File: src/rtl/run_detect_sched_if.sv
// Bundle between the per-lane bit sources / result collector and the shared
// run-detector scheduler. clk and rst stay outside as plain ports.
interface run_detect_sched_if #(
  parameter int NCH = 4
);
  localparam int CW = $clog2(NCH);

  // Handshake: a bit on lane i transfers on the rising edge where
  // in_valid[i] & in_ready[i] are both 1. in_ready is a combinational one-hot
  // grant and in_valid must not depend on it. out_valid is a one-cycle pulse
  // per consumed bit with no back-pressure.
  logic           en;
  logic [NCH-1:0] in_valid;
  logic [NCH-1:0] in_bit;
  logic [NCH-1:0] in_ready;
  logic [NCH-1:0] clr;
  logic           out_valid;
  logic [CW-1:0]  out_chan;
  logic           out_hit;
  logic [1:0]     out_state;
  logic [CW-1:0]  dbg_ptr;

  modport master (
    output en, in_valid, in_bit, clr,
    input  in_ready, out_valid, out_chan, out_hit, out_state, dbg_ptr
  );

  modport slave (
    input  en, in_valid, in_bit, clr,
    output in_ready, out_valid, out_chan, out_hit, out_state, dbg_ptr
  );
endinterface

File: src/rtl/run_detect_sched.sv
// Round-robin scheduler feeding one granted bit per cycle into a shared
// two-ones run detector, with per-channel saved detector context.
module run_detect_sched #(
  parameter int NCH = 4
) (
  input logic               clk,
  input logic               rst,
  run_detect_sched_if.slave bus
);
  localparam int CW = $clog2(NCH);

  typedef enum logic [1:0] {S0 = 2'd0, S1 = 2'd1, S2 = 2'd2, S3 = 2'd3} det_t;

  det_t           ctx [NCH];
  logic [CW-1:0]  ptr;
  logic           out_valid_q;
  logic [CW-1:0]  out_chan_q;
  logic           out_hit_q;
  det_t           out_state_q;

  logic [NCH-1:0] elig;
  logic [NCH-1:0] grant;
  logic           found;
  logic [CW-1:0]  gidx;
  logic [CW-1:0]  cand;
  det_t           cur;
  det_t           nxt;
  logic           b;

  // Search starts one past the last granted channel, so it gets lowest priority.
  always_comb begin
    elig  = bus.in_valid & ~bus.clr & {NCH{bus.en}};
    found = 1'b0;
    gidx  = '0;
    cand  = '0;
    for (int k = 1; k <= NCH; k++) begin
      cand = CW'((int'(ptr) + k) % NCH);
      if (!found && elig[cand]) begin
        found = 1'b1;
        gidx  = cand;
      end
    end
    grant = found ? (NCH'(1) << gidx) : '0;
  end

  always_comb begin
    cur = ctx[gidx];
    b   = bus.in_bit[gidx];
    nxt = S0;
    if (b) begin
      case (cur)
        S0:      nxt = S1;
        S1:      nxt = S2;
        default: nxt = S3;
      endcase
    end
  end

  always_ff @(posedge clk) begin
    if (rst) begin
      for (int i = 0; i < NCH; i++) ctx[i] <= S0;
      ptr         <= CW'(NCH - 1);
      out_valid_q <= 1'b0;
      out_chan_q  <= '0;
      out_hit_q   <= 1'b0;
      out_state_q <= S0;
    end else begin
      out_valid_q <= found;
      // A cleared channel is never granted the same cycle, so these writes never collide.
      for (int i = 0; i < NCH; i++) begin
        if (bus.clr[i]) ctx[i] <= S0;
      end
      if (found) begin
        ctx[gidx]   <= nxt;
        ptr         <= gidx;
        out_chan_q  <= gidx;
        out_hit_q   <= (cur == S1) && b;
        out_state_q <= nxt;
      end
    end
  end

  assign bus.in_ready  = rst ? '0 : grant;
  assign bus.out_valid = out_valid_q;
  assign bus.out_chan  = out_chan_q;
  assign bus.out_hit   = out_hit_q;
  assign bus.out_state = out_state_q;
  assign bus.dbg_ptr   = ptr;
endmodule

File: src/flat_wrapper.sv
// flat-port wrapper written by rule: the top's interface ports become plain ports
module run_detect_sched_flat 
#(
  parameter int NCH = 4
)
  (clk, rst, bus_en, bus_in_valid, bus_in_bit, bus_clr, bus_in_ready, bus_out_valid, bus_out_chan, bus_out_hit, bus_out_state, bus_dbg_ptr);
  run_detect_sched_if #(.NCH(NCH)) bus_i ();
  input logic clk;
  input logic rst;
  input wire logic [$bits(bus_i.en)-1:0] bus_en;
  input wire logic [$bits(bus_i.in_valid)-1:0] bus_in_valid;
  input wire logic [$bits(bus_i.in_bit)-1:0] bus_in_bit;
  input wire logic [$bits(bus_i.clr)-1:0] bus_clr;
  output wire logic [$bits(bus_i.in_ready)-1:0] bus_in_ready;
  output wire logic [$bits(bus_i.out_valid)-1:0] bus_out_valid;
  output wire logic [$bits(bus_i.out_chan)-1:0] bus_out_chan;
  output wire logic [$bits(bus_i.out_hit)-1:0] bus_out_hit;
  output wire logic [$bits(bus_i.out_state)-1:0] bus_out_state;
  output wire logic [$bits(bus_i.dbg_ptr)-1:0] bus_dbg_ptr;
  assign bus_i.en = bus_en;
  assign bus_i.in_valid = bus_in_valid;
  assign bus_i.in_bit = bus_in_bit;
  assign bus_i.clr = bus_clr;
  assign bus_in_ready = bus_i.in_ready;
  assign bus_out_valid = bus_i.out_valid;
  assign bus_out_chan = bus_i.out_chan;
  assign bus_out_hit = bus_i.out_hit;
  assign bus_out_state = bus_i.out_state;
  assign bus_dbg_ptr = bus_i.dbg_ptr;
  run_detect_sched #(.NCH(NCH)) u_core (.clk(clk), .rst(rst), .bus(bus_i));
endmodule
File: config.mk
export PLATFORM = sky130hd
export DESIGN_NAME = run_detect_sched_flat
export DESIGN_NICKNAME = d
export VERILOG_FILES = /design/src/rtl/run_detect_sched_if.sv /design/src/rtl/run_detect_sched.sv /design/src/flat_wrapper.sv
export SDC_FILE = /design/constraint.sdc
export NUM_CORES = 1
export LEC_CHECK = 0
export CORE_AREA = 8 8 58 60
export CTS_CLUSTER_DIAMETER = 50
export DETAILED_ROUTE_END_ITERATION = 6
export DIE_AREA = 0 0 66 68
export HOLD_SLACK_MARGIN = 0.12
export PLACE_DENSITY = 0.73
export SYNTH_ARGS = -nofsm -noshare
export SYNTH_HDL_FRONTEND = slang
export SYNTH_SLANG_ARGS = --single-unit
File: constraint.sdc
create_clock -name clk -period 2.2 [get_ports clk]
set_input_delay 0.33 -clock clk [delete_from_list [all_inputs] [get_ports clk]]
set_output_delay 0.33 -clock clk [all_outputs]
set_load 0.005 [all_outputs]
# Yosys cells after proc, flatten, opt, wreduce, memory -nomap -nowiden
# Memory sizes are Yosys's and may differ from the RTL's.
# Cells that the tools add are included.
[totals]
register_bits = 8
ramBits = 8
in_bits = 15
output_inout_bits = 12
memories = 1
[classes]
add_sub_neg = 4
order_cmp = 5
n_eq_ne = 1
shift = 1
n_mux = 43
bitwise_logic = 7
n_reduce_logical = 8
[memory_table]
columns = ["name", "words", "width", "read_ports", "rd_clocked_by_memory_dff", "wr", "line", "rtl"]
rows = [
  ["u_core.ctx", 4, 2, 1, 0, 5, "run_detect_sched.sv:14", "det_t ctx [NCH];"],
]
[op_table]
columns = ["op", "n"]
rows = [
  ["$mux 1", 26],
  ["$mux 2", 9],
  ["$lt 2x3->1 const B", 5],
  ["$bmux 1 s2", 5],
  ["$and 4x4->4", 2],
  ["$mux 4", 2],
  ["$add 2x1->2 const B", 2],
  ["$add 2x2->2 const B", 2],
  ["$logic_and 1x1->1", 4],
  ["$not 4->4", 1],
  ["$or 1x1->1", 4],
  ["$pmux 2 s2", 1],
  ["$shl 1x2->4 const A", 1],
  ["$logic_not 1->1", 3],
  ["$eq 2x1->1 const B", 1],
  ["$logic_not 2->1", 1],
]

# Longest topological paths before layout
# An unclocked memory read counts as a cell.
[depth]
ltp_word = 19
depth_mapped = 8
ltp_nobuf = 7

# Worst setup path before layout
# Ideal clock, no wire load.
[synth_path]
kind = "input port to flip-flop"
startpoint = "input bus_in_valid[1]"
endpoint = "memory u_core.ctx[0][1] in the netlist's numbering, data pin"
setup_time_ns = 0.273
arrival_time_ns = 1.800
path_slack_ns = 0.127
path_stages = 8
n_path_buf = 2
cell_sequence = "nor2b_1 maj3_2 o211a_1 buf_6 buf_4 mux2i_1 a22oi_1 nor3b_1"
[synth_rtl]
columns = ["item", "line", "rtl"]
rows = [
  ["start, declared", "flat_wrapper.sv:11", "input wire logic [$bits(bus_i.in_valid)-1:0] bus_in_valid;"],
  ["end, declared", "run_detect_sched.sv:14", ""],
]

==> metrics.md <==
| Metric | Value |
|---|---|
| Outcome | finished with violations |
| Failing checks | negative setup slack |
| Final instance area | 1886 sq um |
| CP bufs+invs | 6 |
| Sw power | 285.0 uW |
| Sw Ratio | 0.3069 |
| Max-cap violations | 0 |
| I/O Buffers | 26 |
| Least-Margin Pin Slew | 0.4770 ns |
| Cells after synthesis | 100 |
| CTS Buf Count | 3 |
| Largest net degree at the start of global routing | 11 |
| Clock Skews | 0.002168 ns |
| Yosys reg bits | 16 |
| Inst Count DP | 187 |
| Min-Delay Path Class | reg2reg |
| Initial antenna violation count | 0 |
| Hold Crit Start | u_core.bus.out_chan[0]$_SDFFE_PP0N_ |
| Startpoint types | primary input |
| Io pins | 27 |
| Post-synth EDFFs | 8 |
| Filler cells | 175 |
| Syn Nets | 115 |
| Final #Nets | 188 |
| Routed vias/inst | 5.734 |
| R2R setup slack | -0.13 ns |
| Cell area after placement | 1548 sq um |
| Hold Fails Final Rpt | 0 |
| Power, Total | 928.7 uW |
| CP top delay family | buffers and inverters |
| Root Buffer | clkbuf_4 |
| Vias in the first global route | 1281 |
| Register area share after synthesis | 0.3912 |
| Crit Path Max Fanout | 7 |
| Slew Viols, Final | 0 |
| Final wirelength | 3832 um |
| Clock Power Share | 0.215 |
| Synth top area share | 0.2347 |
| Top cells by area, synth | edfxtp_1, dfxtp_1, o41ai_2 |
| Synth Area per Inst | 10.23 sq um |
| Initial drt markers | 73 |
| Fraction of layout cells with a size suffix above 1 | 0.5581 |
| Rel. slew slack | 0.6786 |
| H-tree depth | 1 |
| Async S/R FF share, synth | 0 |
| Post-synth top cells | dfxtp_1, edfxtp_1, a21oi_1, nor3_1 |
| GRT overflow | 0 |
| CP Capture Point | u_core.ctx[0][0]$_SDFFCE_PN0P_ |
| CP max stage cell | a221oi_4 |
| Clk pin slew, worst setup/hold paths | 0.10 ns |
| Critical Path Start | bus_in_valid[1] |
| Clk_lat worst skew | 0.29 ns |
| Core Area | 2567 sq um |
| Dominant cell type by area after synthesis | edfxtp_1 |
| Worst Path Required | 2.24 ns |
| CTS Hold Bufs | 0 |
| Area Growth Syn to Fin | 84.23% |
| Clock tree buffer depth | 2 |
| Max incr delay on CP | 0.32 ns |
| Starting Density | 0.3986 |
| CP Depth | 12 |
| Routed len/inst | 18.88 um |
| Sequential Power Share | 0.376 |
| Reg2reg end | u_core.ctx[0][0]$_SDFFCE_PN0P_ |
| CP cell instances | dlygate4sd2_1 > nor2b_4 > buf_4 > o221a_2 > o211a_4 > buf_6 > buf_6 > mux2i_2 > buf_4 > a221oi_4 > buf_6 > nor3b_2 |
| VDD IR-drop max | 508.1 uV |
| CTS tree | built |
| DR DRC count | 0 |
| Total Routing Usage GR | 0.1825 |
| 1st-pass router iterations | 6 |
| First-pass GRT wire length | 6223 um |
| Post-Syn Area | 1023 sq um |
| Comb power frac | 0.410 |
| Worst setup EP type | register |
| Leakage | 0.0007954 uW |
| Die area | 4488 sq um |
| Post-synth cell types | 42 |
| Top_reg_cell synth | edfxtp_1 |
| Power density cells | 492.5 nW/um^2 |
| Final Wtd Congestion | 0.8541 |
| Worst r2r src | u_core.bus.dbg_ptr[0]$_SDFFE_PP1N_ |
| Peak Freq | 0.4268 GHz |
| Crit share post-route | 1.065 |
| # diodes | 0 |
| RSZ-0062 raised after global routing | yes |
| Most frequent CP cell | buf_6 |
| Die Width | 66 um |
| Crit path DAT | 2.39 ns |
| Fin crit period | 2.343 ns |
| Vias after detailed routing | 1164 |
| Worst r2r path cells | 10 |
| Die H | 68 um |
| Setup CP Type | in2reg |
| Row count | 19 |
| P_int | 643.7 uW |
| Ys Warns | 0 |
| Dpl hpwl | 2411 um |
| ANT nets after route | 0 |
| Non-filler cells, final | 203 |
| Hold Crit Depth | 2 |
| Clock Sinks | 16 |
| Min setup slack post-route | -0.1431 ns |
| Setup violations, final | 15 |
## cell type report
class,instances,area (sq um),share of cell area
Clock buffer,4,36.28,0.01924
Sequential cell,16,405.4,0.2150
Inverter,6,22.52,0.01194
Timing Repair Buffer,74,650.6,0.3451
Multi-Input combinational cell,72,732.0,0.3882
Tap cell,31,38.79,0.02057
## flip-flops by register name, indices dropped and copies added, names as in the netlist
signal,flops
u_core.bus.out_state,2
u_core.bus.out_chan,2
u_core.bus.out_valid,1
u_core.ctx,8
u_core.bus.out_hit,1
u_core.bus.dbg_ptr,2
## layout by cell type, fill, tap and decap left out, types with 3 or more instances in the layout
| master | n |
|---|---|
| a21oi_1 | 4 |
| buf_4 | 39 |
| buf_6 | 9 |
| clkbuf_4 | 3 |
| clkdlybuf4s50_1 | 15 |
| dfxtp_1 | 6 |
| dlygate4sd2_1 | 8 |
| edfxtp_1 | 8 |
| inv_1 | 3 |
| inv_2 | 3 |
| nand2_1 | 3 |
| nand2b_4 | 3 |
| nand3b_1 | 3 |
| nor2_1 | 4 |
| nor3_1 | 5 |
## per-stage QoR
step	utilization	hold WS [ns]	TNS (ns)	setup slack, ns
final	0.7344	0.4951	-1.050	-0.1431
after global routing	0.7344	0.5301	-1.936	-0.1885
after CTS	0.6964	0.5037	-0.5456	-0.09677
after detailed placement	0.6028	0.4811	-11.25	-0.6412
after global placement	0.6028	0.4722	-9.599	-0.5528
after floorplan	-	0.4370	0	0.1269
## how the worst min path moves through the flow
stage | slack (ns) | end
floorplan | 0.44 | u_core.bus.out_valid$_SDFF_PP0_
global placement | 0.47 | u_core.bus.out_chan[1]$_SDFFE_PP0N_
detailed placement | 0.48 | u_core.bus.out_chan[1]$_SDFFE_PP0N_
CTS | 0.50 | u_core.bus.out_chan[1]$_SDFFE_PP0N_
global route | 0.53 | u_core.bus.out_chan[1]$_SDFFE_PP0N_
finish | 0.50 | u_core.bus.out_chan[0]$_SDFFE_PP0N_
## power by group through the flow
stage / Sequential, uW / Clock [uW] / Combinational [uW]
after floorplan: 352 / 0 / 134
after global placement: 351 / 0 / 271
after detailed placement: 353 / 0 / 279
after CTS: 347 / 201 / 334
after global routing: 352 / 220 / 402
final: 349 / 199 / 380
## per-layer routing
| layer | vias to the layer above | share of wire | GRT usage |
|---|---|---|---|
| li1 | 532 | - | - |
| met1 | 556 | 0.36 | 0.1756 |
| met2 | 60 | 0.53 | 0.3398 |
| met3 | 16 | 0.066 | 0.03928 |
| met4 | 0 | 0.047 | 0.1333 |
| met5 | - | 0 | 0 |
## worst min-delay path: stages, from the launching register on
cell	delay, ns
dfxtp_1	0.34
a21oi_1	0.06
nor2_1	0.07
## repair_timing
item / CTS / global route
setup buffers: 9 / 4
resized for setup: 55 / 12
hold endpoints to repair: 0 / 0
setup endpoints to repair: 21 / 15
pin swaps: 12 / 13
## cells by family after synthesis
family	Yosys count	share of synthesized area
AO/OA/AOI/OAI	29	0.2653
adder cells (fa/ha/maj)	1	0.01100
buffers and inverters	12	0.06600
flip-flops	16	0.3912
multiplexers	3	0.03789
AND/OR/NAND/NOR	39	0.2286
(Power assumes the default switching activity.)
